--- config.mk ---
export PLATFORM = sky130hd
export DESIGN_NAME = uart_rx
export DESIGN_NICKNAME = d
export VERILOG_FILES = /design/src/rtl/uart_rx.sv
export SDC_FILE = /design/constraint.sdc
export NUM_CORES = 1
export LEC_CHECK = 0
export ABC_CLOCK_PERIOD_IN_PS = 4100
export CAP_MARGIN = 10
export CELL_PAD_IN_SITES_DETAIL_PLACEMENT = 0
export CELL_PAD_IN_SITES_GLOBAL_PLACEMENT = 1
export CORE_MARGIN = 2
export CORE_UTILIZATION = 47
export CTS_BUF_LIST = sky130_fd_sc_hd__clkbuf_8
export CTS_CLUSTER_DIAMETER = 60
export DETAILED_ROUTE_END_ITERATION = 16
export PLACE_DENSITY_LB_ADDON = 0.1
export SLEW_MARGIN = 20
export SYNTH_ARGS = -nofsm -noshare
export SYNTH_HDL_FRONTEND = slang
export SYNTH_SLANG_ARGS = --single-unit
--- constraint.sdc ---
create_clock -name clk_i -period 4.1 [get_ports clk_i]
set_clock_uncertainty 0.05 [all_clocks]
set_input_delay 0.82 -clock clk_i [delete_from_list [all_inputs] [get_ports clk_i]]
set_output_delay 0.82 -clock clk_i [all_outputs]
set_load 0.01 [all_outputs]
--- src/rtl/uart_rx.sv ---
// uart_rx: 8N1 UART receiver sharing the bitperiod_i/locked_i baud interface
// with the transmit side. Emits one-cycle ticks for good bytes and framing errors.
// Optional: UART_RX_MAJORITY_EN selects 2-of-3 majority sampling around each
// sample point instead of a single sample.
module uart_rx #(
  parameter int unsigned SYNC_STAGES = 2
) (
  input  logic        clk_i,
  input  logic        rst_i,
  input  logic        rx_i,
  input  logic        locked_i,
  input  logic [28:0] bitperiod_i,
  output logic        rx_done_tick_o,
  output logic [7:0]  dout_bo,
  output logic        rx_err_o
);

  typedef enum logic [1:0] {
    ST_IDLE,
    ST_START,
    ST_RX_DATA,
    ST_STOP
  } state_t;

  state_t                 state_q, state_d;
  logic [SYNC_STAGES-1:0] sync_q, sync_d;
  logic                   rx_prev_q, rx_prev_d;
  logic [31:0]            clk_counter_q, clk_counter_d;
  logic [2:0]             bit_counter_q, bit_counter_d;
  logic [7:0]             databuf_q, databuf_d;
  logic [7:0]             dout_q, dout_d;
  logic                   done_q, done_d;
  logic                   err_q, err_d;

  logic        rx_s;
  logic [31:0] full_period;
  logic [31:0] half_period;
  logic        sample_bit;
  logic        full_hit;
  logic        half_hit;
  logic [31:0] restart_val;

  assign rx_s        = sync_q[SYNC_STAGES-1];
  assign full_period = {3'h0, bitperiod_i};
  assign half_period = {4'h0, bitperiod_i[28:1]};

`ifdef UART_RX_MAJORITY_EN
  logic [2:0] hist_q, hist_d;

  // Majority window: decision one clock late, counter restarts at 1 so the
  // bit grid keeps its period of bitperiod_i+1 clocks.
  always_comb begin
    hist_d      = {hist_q[1:0], rx_s};
    sample_bit  = (hist_d[0] & hist_d[1]) | (hist_d[1] & hist_d[2]) |
                  (hist_d[0] & hist_d[2]);
    full_hit    = (clk_counter_q == full_period + 32'd1);
    half_hit    = (clk_counter_q == half_period + 32'd1);
    restart_val = 32'd1;
  end

  // History of synchronized samples for the majority vote.
  always_ff @(posedge clk_i) begin
    if (rst_i) hist_q <= '1;
    else       hist_q <= hist_d;
  end
`else
  // Single sample of the synchronized line at the target count.
  always_comb begin
    sample_bit  = rx_s;
    full_hit    = (clk_counter_q == full_period);
    half_hit    = (clk_counter_q == half_period);
    restart_val = '0;
  end
`endif

  // Next-state and output logic of the receive FSM.
  always_comb begin
    state_d       = state_q;
    sync_d        = {sync_q[SYNC_STAGES-2:0], rx_i};
    rx_prev_d     = rx_s;
    clk_counter_d = clk_counter_q;
    bit_counter_d = bit_counter_q;
    databuf_d     = databuf_q;
    dout_d        = dout_q;
    done_d        = 1'b0;
    err_d         = 1'b0;

    unique case (state_q)
      ST_IDLE: begin
        if (rx_prev_q && !rx_s && locked_i) begin
          clk_counter_d = '0;
          state_d       = ST_START;
        end
      end
      ST_START: begin
        clk_counter_d = clk_counter_q + 32'd1;
        if (half_hit) begin
          if (!sample_bit) begin
            clk_counter_d = restart_val;
            bit_counter_d = '0;
            state_d       = ST_RX_DATA;
          end else begin
            state_d = ST_IDLE;
          end
        end
      end
      ST_RX_DATA: begin
        clk_counter_d = clk_counter_q + 32'd1;
        if (full_hit) begin
          clk_counter_d = restart_val;
          databuf_d     = {sample_bit, databuf_q[7:1]};
          bit_counter_d = bit_counter_q + 3'd1;
          if (bit_counter_q == 3'd7) state_d = ST_STOP;
        end
      end
      ST_STOP: begin
        clk_counter_d = clk_counter_q + 32'd1;
        if (full_hit) begin
          if (sample_bit) begin
            dout_d = databuf_q;
            done_d = 1'b1;
          end else begin
            err_d = 1'b1;
          end
          state_d = ST_IDLE;
        end
      end
      default: state_d = ST_IDLE;
    endcase

    // Loss of baud lock aborts any frame in progress silently.
    if (state_q != ST_IDLE && !locked_i) begin
      state_d = ST_IDLE;
      dout_d  = dout_q;
      done_d  = 1'b0;
      err_d   = 1'b0;
    end
  end

  // State and datapath registers with synchronous reset.
  always_ff @(posedge clk_i) begin
    if (rst_i) begin
      state_q       <= ST_IDLE;
      sync_q        <= '1;
      rx_prev_q     <= 1'b1;
      clk_counter_q <= '0;
      bit_counter_q <= '0;
      databuf_q     <= '0;
      dout_q        <= '0;
      done_q        <= 1'b0;
      err_q         <= 1'b0;
    end else begin
      state_q       <= state_d;
      sync_q        <= sync_d;
      rx_prev_q     <= rx_prev_d;
      clk_counter_q <= clk_counter_d;
      bit_counter_q <= bit_counter_d;
      databuf_q     <= databuf_d;
      dout_q        <= dout_d;
      done_q        <= done_d;
      err_q         <= err_d;
    end
  end

  assign rx_done_tick_o = done_q;
  assign rx_err_o       = err_q;
  assign dout_bo        = dout_q;

endmodule

==> results_dict.tcl <==
set metrics [dict create \
    synth-compound-area-share 0.1345 \
    post_cts_buffers 0 \
    die-width_microns 90.04 \
    port_buffers 42 \
    ir_drop_uv 220.1 \
    path_clk_slew_ns 0.07 \
    setup_viol 0 \
    hold_path_class "reg2reg" \
    place_inst 524 \
    arrival_ns 3.27 \
    fin_tns_setup_ns 0 \
    synth_adder_area_share 0.01438 \
    synth_area_sq_um 3480 \
    fin_crit_ns 3.095 \
    antenna_found_initial 0 \
    drt-total-wl_microns 8792 \
    drtPass1Iterations 4 \
    postCtsHoldBufs 0 \
    hpwlAfterDp_microns 6296 \
    ys_seq_area_frac 0.3337 \
    drive_above_1_share 0.08844 \
    yosys.cell_types.count 48 \
    cts-root-buf "clkbuf_8" \
    grt_max_degree 33 \
    status "complete, no violations" \
    drc_errors 0 \
    worst-slew-pin-transition_ns 0.4970 \
    die_area_sq_um 8107 \
    synthArstFlopShare 0 \
    post-route-period-util 0.7549 \
    clock.fmax_mhz 323.1 \
    start_kind "input pin" \
    die_h_microns 90.04 \
    post_cts_resized 0 \
    cp_max_fo 11 \
    p_leak_nw 1.528 \
    vias 3072 \
    synthXorXnorAreaFrac 0.1485 \
    powerDensity_nw_per_um2 323.6 \
    maxSlewViolCount 0 \
    area_growth_pct 18.52 \
    fillCellCount 668 \
    syn-mean-instance-area_sq_um 8.344 \
    yosysWarnings 0 \
    synth_ff_type "dfxtp_1" \
    antennaDiodeCount 0 \
    clkSinkCount 58 \
    worstSetupEndpointType "flip-flop" \
    syn_inst 417 \
    worstSkewPairLatency_ns 0.34 \
    cts_buffer_depth 2 \
    drt-vias-per-instance 5.689 \
    synthSimpleGateAreaFrac 0.2762 \
    drv_cap 0 \
    synth_enable_flop_cells 0 \
    path_class "in2reg" \
    gp_congestion 0.9048 \
    worstPathRequired_ns 4.28 \
    grt.overflow.total 0 \
    track_usage 0.2328 \
    grt_pass1_wl_microns 15100 \
    synth_top_family_by_area "simple AND/OR/NAND/NOR gates" \
    synth_nets 454 \
    r2r_setup_slack_ns 1.47 \
    core_sq_um 7214 \
    fp-row-count 31 \
    synth-seq-cells 58 \
    wl_per_cell_microns 16.28 \
    ios 43 \
    muxShareOfSynthArea 0.02877 \
    grt_setup_unrepaired "no" \
    slew_headroom 0.6672 \
    drtAntennaViolNets 0 \
    cts_buffers 9 \
    cts_htree_levels 3 \
    start_util 0.4823 \
    cts_tree "done" \
    nNetsFinal 473 \
    final_cells 540 \
    drt_iter0_markers 126 \
    hold_viol 0 \
    first_global_vias 2974 \
]
## worst max-delay path, stage by stage
cell	delay (ns)
clkdlybuf4s50_1	0.45
xor2_1	0.17
nor4_1	0.38
nand4_1	0.16
nor4_2	0.30
buf_4	0.23
and3_1	0.46
mux2i_1	0.24
nor2_1	0.05
## cell usage after synthesis (11+ instances only)
master / n / share of area
a21oi_1: 16 / 0.023
buf_2: 16 / 0.023
clkbuf_1: 18 / 0.019
dfxtp_1: 58 / 0.33
nand2_1: 36 / 0.039
nand3_1: 31 / 0.045
nand3b_1: 11 / 0.024
nand4_1: 16 / 0.029
nor4_1: 11 / 0.020
o21ai_0: 22 / 0.032
xor2_1: 51 / 0.13
## worst paths after layout
check	end	cells past startpoint	startpoint
hold / removal	sync_q[1]$_SDFF_PP1_	1	sync_q[0]$_SDFF_PP1_
setup / recovery	databuf_q[7]$_SDFFE_PP0P_	9	bitperiod_i[8]
hold reg to reg	sync_q[1]$_SDFF_PP1_	1	sync_q[0]$_SDFF_PP1_
setup reg to reg	databuf_q[7]$_SDFFE_PP0P_	8	clk_counter_q[8]$_SDFFE_PP0P_
## metal layers
metal,vias to the layer above,track usage,part of all wire
li1,1530,-,-
met3,9,0.05951,0.052
met1,1455,0.3319,0.50
met5,-,0,0
met4,0,0.06923,0.014
met2,78,0.3465,0.44
## state kept, by name (all words and copies together) (netlist names), named ones only
signal / cells
rx_prev_q: 1
bit_counter_q: 3
state_q: 1
rx_done_tick_o: 1
rx_err_o: 1
dout_bo: 8
databuf_q: 8
sync_q: 2
clk_counter_q: 32
## report_power, final
| group | leakage, nW | switching (W) | total, W | internal (W) |
|---|---|---|---|---|
| Clock | 0.124 | 0.000253 | 0.000662 | 0.000409 |
| Sequential | 0.468 | 0.00000348 | 0.000568 | 0.000565 |
| Combinational | 0.937 | 0.0000508 | 0.000104 | 0.0000536 |
## stage by stage
stage | setup WS, ns | power [W] | hold slack (ns) | utilization | cell area, sq um
after floorplan | 1.524 | 0.0006297 | 0.3395 | - | 3480
after global placement | 0.6917 | 0.0006850 | 0.3460 | 0.5371 | 3875
after detailed placement | 0.6499 | 0.0006852 | 0.3438 | 0.5371 | 3875
after CTS | 1.004 | 0.001353 | 0.3640 | 0.5716 | 4124
after global routing | 0.8556 | 0.001388 | 0.3826 | 0.5716 | 4124
final | 1.005 | 0.001335 | 0.3624 | 0.5716 | 4124
## cell type report
type                            instances  area [sq um]  share of cell area
Timing Repair Buffer                   47         457.9              0.1110
Sequential cell                        58          1161              0.2816
Inverter                                9         33.78            0.008192
Clock buffer                            9         123.9             0.03004
Clock inverter                          7         125.1             0.03034
Tap cell                               99         123.9             0.03004
Multi-Input combinational cell        311          2098              0.5088
## cell usage in the layout (no fill, tap or decap), drive strengths merged, types with 10 or more instances in the layout
cell type / instances
a21oi: 16
clkdlybuf4s50: 42
dfxtp: 58
mux2i: 10
nand2: 36
nand3: 32
nand3b: 11
nand4: 16
nor4: 13
o21ai: 22
o311ai: 15
or3: 13
xor2: 51
## cells by family after synthesis
family,count (synthesis)
flops,58
compound gates,69
mux,10
xor+xnor,59
buf+inv,48
simple gates,169
fa+ha+maj,4
(Power assumes the default switching activity.)
